$ cat src/rtl/spi_log_pkg.sv
// Shared definitions for the SPI flash read-log packer.
// Build option: SPI_LOG_MAGIC_EN prefixes every record with ASCII "READ".
package spi_log_pkg;

  localparam int          REC_BYTES_PLAIN = 4;
  localparam int          REC_BYTES_MAGIC = 8;
  localparam logic [31:0] MAGIC           = 32'h52454144;

`ifdef SPI_LOG_MAGIC_EN
  localparam int REC_BYTES = REC_BYTES_MAGIC;
`else
  localparam int REC_BYTES = REC_BYTES_PLAIN;
`endif

  // One buffered log event as stored in the event FIFO.
  typedef struct packed {
    logic [23:0] addr;
    logic [7:0]  len;
  } log_entry_t;

  typedef enum logic {
    ST_IDLE = 1'b0,
    ST_SEND = 1'b1
  } ser_state_e;

  // Left-justified image of a record; bytes leave from bit 63 downward.
  function automatic logic [63:0] load_record(input log_entry_t e);
`ifdef SPI_LOG_MAGIC_EN
    return {MAGIC, e.addr, e.len};
`else
    return {e.addr, e.len, 32'h0};
`endif
  endfunction

endpackage

$ cat src/rtl/log_fifo.sv
// Single-clock synchronous FIFO with occupancy level.
// Read data is the current head entry (valid whenever empty_o is low).
module log_fifo #(
  parameter int WIDTH = 32,
  parameter int DEPTH = 16
) (
  input  logic                     clk,
  input  logic                     rst_n,
  input  logic                     push_i,
  input  logic [WIDTH-1:0]         wdata_i,
  input  logic                     pop_i,
  output logic [WIDTH-1:0]         rdata_o,
  output logic                     full_o,
  output logic                     empty_o,
  output logic [$clog2(DEPTH):0]   level_o
);

  localparam int PTR_W = $clog2(DEPTH);
  localparam int LVL_W = PTR_W + 1;

  logic [WIDTH-1:0] mem_q [DEPTH];
  logic [PTR_W-1:0] wr_ptr_q;
  logic [PTR_W-1:0] rd_ptr_q;
  logic [LVL_W-1:0] count_q;
  logic             push_ok;
  logic             pop_ok;

  assign full_o  = (count_q == LVL_W'(DEPTH));
  assign empty_o = (count_q == '0);
  assign level_o = count_q;
  assign rdata_o = mem_q[rd_ptr_q];

  // A push into a full FIFO is only legal when the head leaves the same cycle.
  assign pop_ok  = pop_i && !empty_o;
  assign push_ok = push_i && (!full_o || pop_ok);

  // Storage write.
  // NOTE: the data array is not reset; its contents are unobservable until written, and leaving it out of reset lets it map to plain RAM.
  always_ff @(posedge clk) begin
    if (push_ok) begin
      mem_q[wr_ptr_q] <= wdata_i;
    end
  end

  // Pointer and level bookkeeping; pointers wrap naturally modulo DEPTH.
  // NOTE: state registers use non-blocking assignments so every flop samples pre-edge values regardless of statement order.
  always_ff @(posedge clk or negedge rst_n) begin
    if (!rst_n) begin
      wr_ptr_q <= '0;
      rd_ptr_q <= '0;
      count_q  <= '0;
    end else begin
      if (push_ok) wr_ptr_q <= wr_ptr_q + 1'b1;
      if (pop_ok)  rd_ptr_q <= rd_ptr_q + 1'b1;
      case ({push_ok, pop_ok})
        2'b10:   count_q <= count_q + 1'b1;
        2'b01:   count_q <= count_q - 1'b1;
        default: count_q <= count_q;
      endcase
    end
  end

endmodule

$ cat src/rtl/spi_log_packer.sv
// Buffers flash read-log events and serializes each into a byte record,
// MSB first, with saturating drop counting on FIFO overflow.
// Build option: SPI_LOG_MAGIC_EN (8-byte records prefixed "READ"; else 4 bytes).
module spi_log_packer
  import spi_log_pkg::*;
#(
  parameter int DEPTH  = 16,
  parameter int DROP_W = 8
) (
  input  logic                   clk,
  input  logic                   reset,
  input  logic                   log_strobe,
  input  logic [31:0]            log_addr,
  input  logic [7:0]             log_len,
  input  logic                   txd_ready,
  output logic [7:0]             txd,
  output logic                   txd_strobe,
  output logic [$clog2(DEPTH):0] fifo_level,
  output logic                   overflow,
  output logic [DROP_W-1:0]      drop_count
);

  localparam logic [2:0] LAST_IDX = 3'(REC_BYTES - 1);

  ser_state_e        state_q, state_d;
  logic [63:0]       shift_q, shift_d;
  logic [2:0]        cnt_q, cnt_d;
  logic [7:0]        txd_q, txd_d;
  logic              strobe_q, strobe_d;
  logic [DROP_W-1:0] drop_q, drop_d;
  logic              overflow_q, overflow_d;

  log_entry_t        wr_entry;
  log_entry_t        head;
  logic [31:0]       head_raw;
  logic              fifo_full;
  logic              fifo_empty;
  logic              pop;
  logic              accept;
  logic              drop;

  // Upper address bits are outside the emulated flash window.
  logic unused_addr;
  assign unused_addr = &{1'b0, log_addr[31:24]};

  assign wr_entry = '{addr: log_addr[23:0], len: log_len};
  assign head     = log_entry_t'(head_raw);

  // A full FIFO still accepts when the serializer pops in the same cycle.
  assign accept = log_strobe && (!fifo_full || pop);
  assign drop   = log_strobe && !accept;

  log_fifo #(
    .WIDTH (32),
    .DEPTH (DEPTH)
  ) u_fifo (
    .clk     (clk),
    .rst_n   (reset),
    .push_i  (accept),
    .wdata_i (wr_entry),
    .pop_i   (pop),
    .rdata_o (head_raw),
    .full_o  (fifo_full),
    .empty_o (fifo_empty),
    .level_o (fifo_level)
  );

  // Serializer next-state, byte output and drop accounting.
  // NOTE: every signal assigned here gets a default first, so no path leaves one unassigned and no latch is inferred.
  always_comb begin
    state_d    = state_q;
    shift_d    = shift_q;
    cnt_d      = cnt_q;
    txd_d      = txd_q;
    strobe_d   = 1'b0;
    pop        = 1'b0;
    drop_d     = drop_q;
    overflow_d = overflow_q | drop;

    if (drop && (drop_q != '1)) begin
      drop_d = drop_q + 1'b1;
    end

    case (state_q)
      ST_IDLE: begin
        if (!fifo_empty) begin
          pop     = 1'b1;
          shift_d = load_record(head);
          cnt_d   = LAST_IDX;
          state_d = ST_SEND;
        end
      end
      ST_SEND: begin
        if (txd_ready) begin
          strobe_d = 1'b1;
          txd_d    = shift_q[63:56];
          shift_d  = {shift_q[55:0], 8'h00};
          if (cnt_q == '0) begin
            state_d = ST_IDLE;
          end else begin
            cnt_d = cnt_q - 1'b1;
          end
        end
      end
      default: state_d = ST_IDLE;
    endcase
  end

  // Serializer, output and drop-counter registers.
  always_ff @(posedge clk or negedge reset) begin
    if (!reset) begin
      state_q    <= ST_IDLE;
      shift_q    <= '0;
      cnt_q      <= '0;
      txd_q      <= '0;
      strobe_q   <= 1'b0;
      drop_q     <= '0;
      overflow_q <= 1'b0;
    end else begin
      state_q    <= state_d;
      shift_q    <= shift_d;
      cnt_q      <= cnt_d;
      txd_q      <= txd_d;
      strobe_q   <= strobe_d;
      drop_q     <= drop_d;
      overflow_q <= overflow_d;
    end
  end

  assign txd        = txd_q;
  assign txd_strobe = strobe_q;
  assign overflow   = overflow_q;
  assign drop_count = drop_q;

endmodule

$ cat config.mk
export PLATFORM = sky130hd
export DESIGN_NAME = spi_log_packer
export DESIGN_NICKNAME = d
export VERILOG_FILES = /design/src/rtl/spi_log_pkg.sv /design/src/rtl/log_fifo.sv /design/src/rtl/spi_log_packer.sv
export SDC_FILE = /design/constraint.sdc
export NUM_CORES = 1
export LEC_CHECK = 0
export ABC_AREA = 1
export CAP_MARGIN = 20
export CORE_UTILIZATION = 35
export CTS_BUF_LIST = sky130_fd_sc_hd__clkbuf_4 sky130_fd_sc_hd__clkbuf_8
export CTS_CLUSTER_SIZE = 40
export DETAILED_ROUTE_END_ITERATION = 8
export PLACE_DENSITY_LB_ADDON = 0.25
export SETUP_SLACK_MARGIN = 0.4
export SYNTH_ARGS = -nofsm -noshare
export SYNTH_HDL_FRONTEND = slang
export SYNTH_SLANG_ARGS = --single-unit
$ cat constraint.sdc
create_clock -name clk -period 6.7 [get_ports clk]
set_clock_uncertainty 0.1 [all_clocks]
set_input_delay 1.675 -clock clk [delete_from_list [all_inputs] [get_ports clk]]
set_output_delay 1.675 -clock clk [all_outputs]
set_load 0.02 [all_outputs]
# After elaboration in Yosys (flattened, before gate mapping)
# Memory sizes are Yosys's and may differ from the RTL's.
# Cells that the tools add are included.
# totals
reg_bits	99
mem_bits_rw	512
in_bits	44
output_inout_bits	23
memories	1
# memory_table
name	words	width	rd	rd_clocked_by_memory_dff	write_ports	line_no	source
u_fifo.mem_q	16	32	1	0	1	log_fifo.sv:21	logic [WIDTH-1:0] mem_q [DEPTH];
# classes
add_sub_neg	6
eq_ne	7
mux	17
n_bitwise	2
n_reduce_logical	16
# op_table
operator	count
$mux 64	2
$pmux 64 s2	1
$pmux 5 s2	1
$mux 3	3
$add 4x1->4 const B	2
$add 8x1->8 const B	1
$mux 1	8
$ne 8x8->1 const B	1
$ne 2x2->1 const B	3
$pmux 3 s2	1
$add 5x1->5 const B	1
$eq 5x5->1 const B	1
$logic_and 1x1->1	5
$logic_not 5->1	1
$sub 5x1->5 const B	1
$reduce_and 2->1	2
$logic_not 1->1	3
$logic_not 3->1	1
$reduce_and 3->1	1
$sub 3x1->3 const B	1
$eq 2x1->1 const B	1
$eq 2x2->1 const B	1
$logic_or 1x1->1	2
$pmux 1 s2	1
other kinds (3)	3

# Depth between registers and ports, before layout
# Gate-level depths: netlist of run 1.
# depth
word_depth	8
mapped_depth	15

# By module
# From an unflattened synthesis of run 1, not the netlist that was laid out.
# unflattened
cells_unflattened	1891
hier_area_um2	23558.8
# by_module_without_submodules
module	n_inst	cells_each	area_each_um2
log_fifo	1	1592	21010.2
spi_log_packer	1	299	2548.7

# Worst setup path before layout of run 1
# No wires, ideal clock.
# synth_path
path_type	input port to flip-flop
start	input log_strobe
end	memory u_fifo.mem_q[11][0] (enable)
setup_time_ns	0.421
arrival_time_ns	3.395
path_slack_ns	2.784
stages	4
path_buffers	0
path_cell_list	nand2_1 > clkinv_1 > nand2_1 > nor2_1
# synth_via
elab_chain_cells	4
# synth_lines
element	line_no	source
start: declaration	spi_log_packer.sv:12	input logic log_strobe,
$logic_and 1x1->1	spi_log_packer.sv:50	assign accept = log_strobe && (!fifo_full || pop);
$logic_and 1x1->1	log_fifo.sv:35	assign push_ok = push_i && (!full_o || pop_ok);
$mux 1	log_fifo.sv:40	if (push_ok) begin
$mux 1 (implied by the code)	log_fifo.sv:41	mem_q[wr_ptr_q] <= wdata_i;
end: declaration	log_fifo.sv:21	
# No other way between the ends.

# Worst setup path in the final report of run 1
# layout_path
start	input log_strobe
end	memory u_fifo.mem_q[3][23] (enable)
# The elaborated chain is that of the path after synthesis.

==> results summary, run 1 <==
The flow ran to the end, and the final reports show no timing, DRC or antenna violations. The global routing stage identified its most utilized layer as met2. After detailed routing, the number of remaining DRC violations is 0. The maximum buffer depth of the clock tree came out at 3. The count of H-tree levels built during CTS is 3. The headroom to the max-slew limit came out at a little over a quarter. The area growth from synthesis to layout is 14.22%.

The die covers around 71000 um2. The kind of start point of the critical path is a primary input. In this run the vertical extent of the chip is approximately 270 um. The clock insertion delay at the later pin of the skew report is 0.70 ns. The routed layout has between 15000 and 20000 vias. The proportion of netlist area held by the largest area contributor came out at 62.60%. Summed over all layers, the global routing overflow is 0.

The overall routing resource usage came out at between 15 and 20%. The part of the cycle the worst path needs came out at between 50% and 60%. The first global-routing pass estimated 94690 um of wire. The critical path is of the primary input to flop type. The final instance area came out at between 20000 and 30000 um2. The final count of pins violating max slew came out at 0. The met3 routing resource usage after global routing came out at roughly 3.3%. The highest ir drop seen on vdd is approximately 0.00035 V. The number of hold-repair buffers added at the cts stage came out at 0. The share of the Yosys chip area taken by registers is between 60% and 70%.

The post-route netlist has 8.877% of its cells at a drive strength greater than 1. The number of nets at the end of the flow is about 2400. The tool flagged a number of max-cap violations equal to 0. The initial core utilization came out at between 30% and 40%. The detailed placement HPWL came out at about 33000 um.

The final layout contains routed wiring with a total length of just over 60000 um. The start point of the worst hold path is shift_q[59]. The min-delay analysis places its worst path in the category flop to flop. The number of top-level pins came out at 67.

The tree is rooted in a clkbuf_8. The worst setup slack for register-to-register paths came out at 3.25 ns. The total CTS buffers is 98. The netlist uses 29 different library cells. The area of the multi-input gates is around 6000 um2. The required arrival time at the worst endpoint came out at approximately 7.0 ns. The cell area after synthesis is approximately 25000 um2. The via count of the first global-routing pass came to 15940. Using the TritonRoute via totals, the vias-per-cell ratio works out to between 4 and 5. Hold timing on the final database bottoms out at a slack of about 0.38 ns. The number of placement rows came out at 96. The detailed-router iteration count before antenna repair came out at 7.

In this run the critical register-to-register path is captured at shift_q[47]. The total number of yosys warnings came out at 0. The count of mapped cells out of synthesis is 2316.

After detailed routing, the average wire length per cell comes to 18.19 um. The worst setup path is captured at a flop. The register cell area after layout came out at between 15000 and 20000 um2. The design draws 11.39 mW. The synthesized net count came out at approximately 2400. In the post-synthesis netlist, the biggest area contributors are edfxtp_1, nand2_1, dfrtp_1. The global routing usage on met2 is around 30%.

The die is ~270 um wide. The total power density per cell area came out at between 400 and 500 nW/um2. The number of antenna violations at the first check in global routing is 3.

The final period demand of the worst path came out at 3.771 ns. After routing, the total negative slack on setup checks comes to 0 ns. The total of fill cells in the finished design is 6576.

TritonCTS built the clock tree. The average size of a mapped cell came out at 10.60 um2. The congestion estimate from routability-driven global placement came to 0.7735.

The total number of clock tree sinks came out at approximately 580. Global routing used between 20% and 30% of the available met1 tracks. The residual antenna-violating net count after detailed routing came out at 0. The final core utilization is about two fifths.

The number of enable-type register cells in the synthesized netlist is just over 500. The number of buffers inserted by post-CTS setup repair is 0. In the synthesized netlist the dominant register cell turns out to be edfxtp_1. The post-synthesis register bit count came out at 579. The peak fanout along the critical path came out at 22. The final hold violation count was 0. Setup repair after global routing left no endpoint under its margin.

The quantity of gates resized following cts came out at 0. The standby leakage power came out at 11.33 nW. Setup violations remaining at the end of the flow were counted as 0. Counting cells, the worst reg-to-reg path comes to 9. The cell area after placement is 26060 um2. The worst hold path terminates at txd[3]. The highest clock rate is between 0.2 and 0.3 GHz. The synthesized design spends more area on one cell type than any other, namely edfxtp_1. The post-synthesis async set-or-reset flop share came out at a little under an eighth. The instance count along the most critical hold path came out at 2.

In this run the critical register-to-register path is launched from u_fifo.rd_ptr_q[0]. The detailed router finished its first iteration with 1281 violations. The CTS clock-pin slew for the worst setup and hold paths is 0.06 ns. In this run the standard cell core region covers 69070 um2.

The number of input and output port buffers inserted is 58. At the pin with the least slew margin, the transition time is 1.100 ns. The pin count of the biggest net entering global routing came out at 178.

The arrival time of data at the critical path endpoint is just over 4 ns.
## report_power, final
group	internal [mW]	switching [mW]	total [mW]
clock network	1.74	1.42	3.16
registers	4.40	0.268	4.67
logic	1.05	2.50	3.56
## critical path: stages
cell and delay, ns:
clkdlybuf4s50_1 0.51, nand2_1 0.15, clkinv_1 0.17, nand2_1 0.27, nor2_4 0.89, buf_4 0.37
## cell usage in the layout, fill, tap and decap left out, types with 3 or more instances in the layout
master / Yosys / final
nand2_1: 783 / 783
edfxtp_1: 512 / 512
nand3_1: 322 / 322
inv_1: 248 / 246
nor2_1: 136 / 119
clkbuf_8: 0 / 107
dfrtp_1: 67 / 63
clkdlybuf4s50_1: 0 / 57
o21ai_0: 42 / 42
clkbuf_4: 0 / 34
o211ai_1: 31 / 31
buf_4: 7 / 28
clkinv_1: 2 / 26
nor2_4: 0 / 17
xor2_1: 16 / 16
clkinv_2: 0 / 12
ha_1: 12 / 12
o21ai_1: 8 / 8
nor3_1: 3 / 3
inv_6: 0 / 3
## metrics by stage
stage	worst slack, ns	cells
after detailed placement	2.214	3215
after floorplan	2.784	2316
after global placement	2.241	3215
after CTS	2.935	3398
after global routing	2.795	3400
final	2.929	3400
## flip-flops by register name, summed over array words and instances (netlist names)
register         cells
cnt_q                3
u_fifo.level_o       5
drop_count           8
txd                  8
overflow             1
state_q              1
shift_q             32
u_fifo.rd_ptr_q      4
u_fifo.wr_ptr_q      4
txd_strobe           1
u_fifo.mem_q       512
## layer usage
layer | wire (um) | share of wire (%) | up-vias
met5 | 17 | 0.027 | -
met4 | 1737 | 2.8 | 2
met3 | 3333 | 5.4 | 107
met2 | 29690 | 48 | 390
met1 | 27070 | 44 | 7764
li1 | - | - | 7799
## cell usage after synthesis, types with 2 or more instances
library cell / number
buf_1: 22
buf_2: 48
buf_4: 7
buf_6: 11
clkbuf_1: 30
clkinv_1: 2
dfrtp_1: 67
edfxtp_1: 512
ha_1: 12
inv_1: 248
inv_2: 3
nand2_1: 783
nand3_1: 322
nand4_1: 2
nor2_1: 136
nor2_2: 2
nor3_1: 3
o211ai_1: 31
o21ai_0: 42
o21ai_1: 8
xnor2_1: 2
xor2_1: 16
## logic make-up (layout without fill, tap and decap cells)
family | Yosys count | in the layout | synth area share [%]
flip-flops | 579 | 579 | 69.43
buffers and inverters | 372 | 523 | 6.419
AND/OR/NAND/NOR | 1251 | 1251 | 20.85
other | 0 | 2 | 0
adder cells (fa/ha/maj) | 12 | 12 | 0.6114
AO/OA/AOI/OAI | 84 | 84 | 2.048
XOR/XNOR | 18 | 18 | 0.6419
## final cells by class
class / instances / area share, %
clock inverter: 42 / 0.9055
sequential: 579 / 60.82
inverter: 253 / 3.417
clock buffer: 141 / 6.160
timing repair buffer: 87 / 2.926
tap: 931 / 4.153
antenna: 2 / 0.01784
multi-input combinational: 1365 / 21.60
## how the worst max path moves through the flow
stage / from / to
3_3_place_gp: log_strobe / u_fifo.mem_q[3][23]
5_1_grt: log_strobe / u_fifo.mem_q[3][16]
4_1_cts: log_strobe / u_fifo.mem_q[3][23]
3_5_place_dp: log_strobe / u_fifo.mem_q[3][23]
2_1_floorplan: log_strobe / u_fifo.mem_q[11][0]
6_report: log_strobe / u_fifo.mem_q[3][23]
Note: power is estimated with default switching activity, not from simulation.
==> run 2: changes to the inputs <==
- clock period: 6.7 -> 3.2 ns (I/O delays scaled with it)
==> results summary, run 2 (same netlist as run 1, synthesis figures left out) <==
The CTS clock-pin slew for the worst setup and hold paths came out at approximately 0.060 ns. Setup repair after global routing left no endpoint under its margin. In the routed layout, each cell is associated on average with a via count of 4.748. The endpoint identified for the worst register-to-register timing path is u_fifo.level_o[4]. The via count of the first global-routing pass came out at roughly 16000. The global-route wire length before repair came out at about 96000 um. The part of the cycle the worst path needs is between 80% and 90%. The register with the most flip-flops in the final layout is u_fifo.mem_q. The library cells used most frequently in the layout, excluding fill and tap cells, are nand2_1, edfxtp_1, nand3_1. The number of antenna violations at the first check in global routing came out at 1. Measured along the x axis, the die boundary spans between 200 and 300 um. Among cell families on the critical path, the largest total delay comes from buffers and inverters. The total power is around 24 mW. The overall die height came out at between 200 and 300 um.

Summed over all cells, the static leakage comes to around 12 nW. The routability congestion estimate is just over 0.8. The number of failing setup endpoints in the final timing report is 0. The total power density per cell area came out at between 800 and 900 nW/um2. The initial core utilization is a little over a third. The overall routing resource usage came out at 17.98%. The final period demand of the worst path is approximately 2.7 ns. In this run the post-CTS setup repair buffer count came out at 0.

The slowest library cell on the worst path is clkdlybuf4s50_1. The count of routing violations after the opening detailed-route iteration came out at 1353. The critical path ends at fifo_level[2]. The H-tree was split into 3 levels. The category of the most critical setup path is flop to primary output.

The number of top-level pins is 67. The final layout contains between 2000 and 2500 nets. The startpoint identified for the worst register-to-register timing path is u_fifo.level_o[3].

The fraction of layout instances using a drive strength above 1 came out at under 10%. The area overhead of the layout relative to synthesis is 16.12%. The residual antenna-violating net count after detailed routing came out at 0. The final hold slack is 0.3644 ns. The mean routed wirelength per cell is approximately 18 um. Counting both buffers and inverters, the worst setup path holds a total of 1. The total grt overflow came out at 0. The final count of pins violating max slew came out at 0. The floorplan step defined a die boundary enclosing approximately 71000 um2. The sum of routed wire length over all layers is between 60000 and 70000 um. The sort of element at the end of the critical path is a primary output. The arrival time of data at the critical path endpoint is 1.77 ns. The clock drives between 500 and 600 sinks. Leaving out fill and tap cells, the most frequent cell in the layout is nand2_1.

After floorplanning, the core was sized to cover between 60000 and 70000 um2. The clock insertion delay at the later pin of the skew report came out at ~0.7 ns. The register cell area after layout is approximately 17000 um2.

The number of design rule violations left after detail routing came out at 0. The critical path goes through clkdlybuf4s50_1. The worst hold path begins at overflow. The TritonCTS clock tree is built. The detailed-router iteration count before antenna repair came out at 7.

The pre-CTS worst setup slack came out at between 0.2 and 0.25 ns. Across the run, the number of max-cap violations was 0. The aggregate negative setup slack is 0 ns. The maximum buffer depth of the clock tree came out at 3.

The worst setup slack for register-to-register paths is about 0.62 ns. The flip-flop count of the largest register after layout came out at 512. The actual transition at the worst max-transition pin came out at between 0.7 and 0.8 ns. The post-placement cell count came out at 3244. The count of non-filler cells in the finished layout came out at around 3400. The total via count in the routed design came out at 16240. The number of placement rows is between 90 and 100. The total CTS buffers came out at 97. The path depth of the worst reg2reg path came out at 15. The cell sitting at the root of the clock tree is a clkbuf_8. The required arrival time at the worst endpoint came out at roughly 2.3 ns. The path class of the tightest hold or removal check is flop to flop. The area of the multi-input gates came out at roughly 6000 um2. The worst setup path startpoint is u_fifo.level_o[2].

During placement, the flow inserted port buffers numbering a little under 60. The detailed placement HPWL is roughly 35000 um. The highest ir drop seen on vdd came out at approximately 0.00055 V. In this run the tightest slew margin relative to its limit is 47.86%. In this run the number of cells on the critical path is 1. Static timing analysis puts the maximum clock frequency at approximately 0.38 GHz. STA classifies the critical path startpoint as a flop. The layout has 6583 filler cells. The final setup slack of the worst path is between 0.5 and 0.6 ns. Entering global routing, the biggest net connects approximately 150 pins. The run finished with clean final reports.

The final hold violation count came out at 0. The delay of the slowest critical-path stage is approximately 0.66 ns. The peak fanout along the critical path is 5. The largest registers in the layout are u_fifo.mem_q (512), shift_q (32).
## run 2: cell count changes in the layout (fill, tap and decap cells not counted), sizes merged
cell	before	now
buf	30	59
bufinv	2	0
clkbuf	141	140
clkinv	39	36
clkinvlp	2	0
diode	2	1
dlygate4sd3	0	1
## run 2: routing by layer
metal	routed length, um	vias to the layer above	share of wire [%]	GRT usage, %
li1	-	7842	-	-
met1	28030	7852	45	23.87
met2	30080	439	48	29.64
met3	3235	110	5.1	2.759
met4	1575	0	2.5	6.803
met5	0	-	0	0
## run 2: layout make-up
class	instances	share of cell area (%)
timing repair buffer	117	4.949
antenna	1	0.008775
clock inverter	35	0.5133
clock buffer	140	6.011
sequential	579	59.83
tap	931	4.085
multi-input combinational	1365	21.25
inverter	253	3.356
## run 2: worst min path at each step
stage                   to  slack (ns)  cells after the start
6_report          overflow        0.36                      2
3_5_place_dp      overflow        0.35                      2
2_1_floorplan       txd[0]        0.34                      2
3_3_place_gp      overflow        0.35                      2
4_1_cts           overflow        0.37                      2
5_1_grt        shift_q[62]        0.40                      2
## run 2: where the power goes
group	total [mW]	switching (mW)	internal (mW)	leakage, nW
logic	8.03	5.51	2.51	5.07
clock network	6.31	2.89	3.42	0.995
registers	9.72	0.519	9.20	5.46
## run 2: repair_timing
action,4_1_cts,5_1_grt
endpoints found under the setup margin,0,1
resized for setup,0,1
hold buffers,1,0
hold endpoints to repair,38,0
## run 2: metrics by stage
stage                     utilization [%]  cell area, um2
after detailed placement            38.58           26640
final                               41.29           28520
after floorplan                         -           24570
after global routing                41.29           28520
after CTS                           41.28           28510
after global placement              38.58           26640
==> run 3: changes to the inputs <==
- clock period: 3.2 -> 2.6 ns (I/O delays scaled with it)
==> results summary, run 3 (same netlist as run 1, synthesis figures left out) <==
The clock reaches the later pin of the worst-skew pair after between 0.6 and 0.7 ns. The die covers slightly above 70000 um2. The routed design could run at a clock period as short as approximately 2.2 ns. Wire segments on met2 add up to 30400 um in the final route. The clock network accounts for between 20% and 30% of the total power. Ranked by flip-flop count, first place goes to u_fifo.mem_q. The number of design rule violations left after detail routing came out at 0.

Leaving out fill and tap cells, the most frequent cells in the layout are nand2_1, edfxtp_1, nand3_1. The pin count of the biggest net entering global routing is ~120. The maximum buffer depth of the clock tree came out at 3. The library cell used most frequently in the layout, excluding fill and tap cells, is nand2_1. For this design, the sink count on the clock tree is 579.

The sequential share of power is between 30% and 40%. Of the total power, the share spent switching nets is 36.76%. The first detailed-routing pass ran for 5 iterations. Timing would allow up to 0.4629 GHz. The fraction of layout instances using a drive strength above 1 came out at between 10% and 20%. Setup repair after global routing could not meet its margin everywhere. The area overhead of the layout relative to synthesis is 19.29%.

The initial core utilization came out at about 36%. Once placement completed, the tool counted placed cells totaling 3263. The kind of start point of the critical path is a flop. The TritonCTS clock tree is built. The run finished with clean final reports. The final hold violation count came to 0. The via count of the first global-routing pass is between 15000 and 20000. The count of routing violations after the opening detailed-route iteration came out at about 1100. The combinational fraction of design power came out at between 30% and 40%. The clock root buffer is clkbuf_8. The detailed-routing wirelength on met1 came out at between 20000 and 30000 um. Of all nets on the critical path, the largest fanout is between 40 and 50. The global-route wire length before repair is about 97000 um. The number of antenna violations at the first check in global routing is 1. From bottom edge to top edge, the die measures about 270 um.

The overall routing resource usage came out at approximately 18%. The standby leakage power is 11.90 nW. The part of the cycle the worst path needs is 83.09%. The number of failing setup endpoints in the final timing report came out at 0. The headroom to the max-slew limit is around 48%. The sum of routed wire length over all layers came out at around 63000 um.

The residual antenna-violating net count after detailed routing is 0. The highest metal layer carrying signal wires in the routed design is met4. The tightest min-delay check is of the flop to flop type. The total met3 wirelength after detailed routing came out at around 2700 um. The worst setup path is captured at a flop. The analysis attributes to net switching a power of 11.27 mW. Dividing the detail-routed wire length by the instance count gives between 15 and 20 um.

Using the TritonRoute via totals, the vias-per-cell ratio works out to 4.746. The total of fill cells in the finished design is 6516. The total grt overflow is 0. In this run the standard cell core region covers a little under 70000 um2.

The number of top-level pins is 67. The number of placement rows came out at 96. The register with the most flip-flops in the layout has between 500 and 600 of them. The CTS clock-pin slew for the worst setup and hold paths is 0.06 ns. VDD sags by at most roughly 0.00056 V. The area of the multi-input gates is 6181 um2. Registers take around 17000 um2. The internal power of the cells is between 15 and 20 mW. The die width came out at 266.9 um. The actual transition at the worst max-transition pin came out at between 0.7 and 0.8 ns.

The largest registers in the layout are u_fifo.mem_q (512), shift_q (32). The HPWL after detailed placement is between 30000 and 40000 um. Buffers placed on the I/O ports in this run total 58. Dividing total power by cell area gives a power density of 1046 nW/um2. The final core utilization is 42.42%. The final count of pins violating max slew came out at 0.

The routability congestion estimate came out at just under 0.8. The category of the most critical setup path is flop to flop. The number of maximum-capacitance violations is 0. The required arrival time at the worst endpoint came out at slightly above 3 ns. The arrival time of data at the critical path endpoint came out at ~2.6 ns. The number of nets at the end of the flow is roughly 2500. Counting the buffers created by CTS gives 101. The count of non-filler cells in the finished layout is around 3500. The total via count in the routed design is approximately 16000. The H-tree generated during clock tree synthesis spans 3 levels.
-- run 3: layer usage --
metal  GRT usage (%)  vias up
met5               0        -
met4           5.871        0
met3           2.971      104
met2           29.90      389
met1           23.66     8033
li1                -     7938
-- run 3: cell type report --
cell class                 count  share of cell area [%]
timing repair buffer         158                   6.556
multi-input combinational   1365                   21.10
inverter                     253                   3.318
clock inverter                35                  0.6492
antenna                        1                0.008542
clock buffer                 147                   6.137
sequential                   579                   58.26
tap                          931                   3.976
-- run 3: critical path, stage by stage (launching register included) --
cell,delay (ns)
dfrtp_4,0.51
buf_4,0.22
buf_16,0.22
nand2_1,0.09
nand3_1,0.08
nand3_1,0.09
nand3_1,0.12
nand3_1,0.29
nand2_1,0.19
nand2_1,0.06
-- run 3: final timing paths --
check                                   start            endpoint  depth (start not counted)  slack [ns]
hold reg to reg                      overflow            overflow                          2        0.37
setup / recovery           u_fifo.rd_ptr_q[0]         shift_q[44]                          9        0.44
setup reg to reg           u_fifo.rd_ptr_q[0]         shift_q[44]                          9        0.44
hold / removal                       overflow            overflow                          2        0.37
max in group asynchronous               reset  u_fifo.rd_ptr_q[1]                          3        1.41
min in group asynchronous               reset       drop_count[7]                          2        0.39
-- run 3: what timing repair did --
item,in CTS,in global routing
pin swaps,2,14
hold buffers,1,0
hold endpoints to repair,33,0
setup endpoints to repair,440,341
gates resized for setup,56,36
buffers inserted,3,16
gates cloned,1,2
-- run 3: stage by stage --
stage / power, mW / instance area, um2 / TNS (ns) / hold WS, ns / setup WS, ns
2_1_floorplan: 18.68 / 24720 / 0 / 0.2544 / 0.3970
3_3_place_gp: 22.21 / 26940 / -1.360 / 0.3556 / -0.03584
3_5_place_dp: 22.37 / 26940 / -2.799 / 0.3662 / -0.06650
4_1_cts: 30.59 / 29030 / 0 / 0.3351 / 0.3204
5_1_grt: 32.53 / 29300 / 0 / 0.3602 / 0.2732
6_report: 30.65 / 29300 / 0 / 0.3728 / 0.4396
-- run 3: power by group through the flow --
stage               combinational [mW]  clock [mW]  sequential, mW
finish                            10.7        8.17            11.8
detailed placement                10.4           0            12.0
global route                      11.8        8.78            11.9
CTS                               10.4        8.36            11.8
global placement                  10.2           0            12.0
floorplan                         6.65           0            12.0
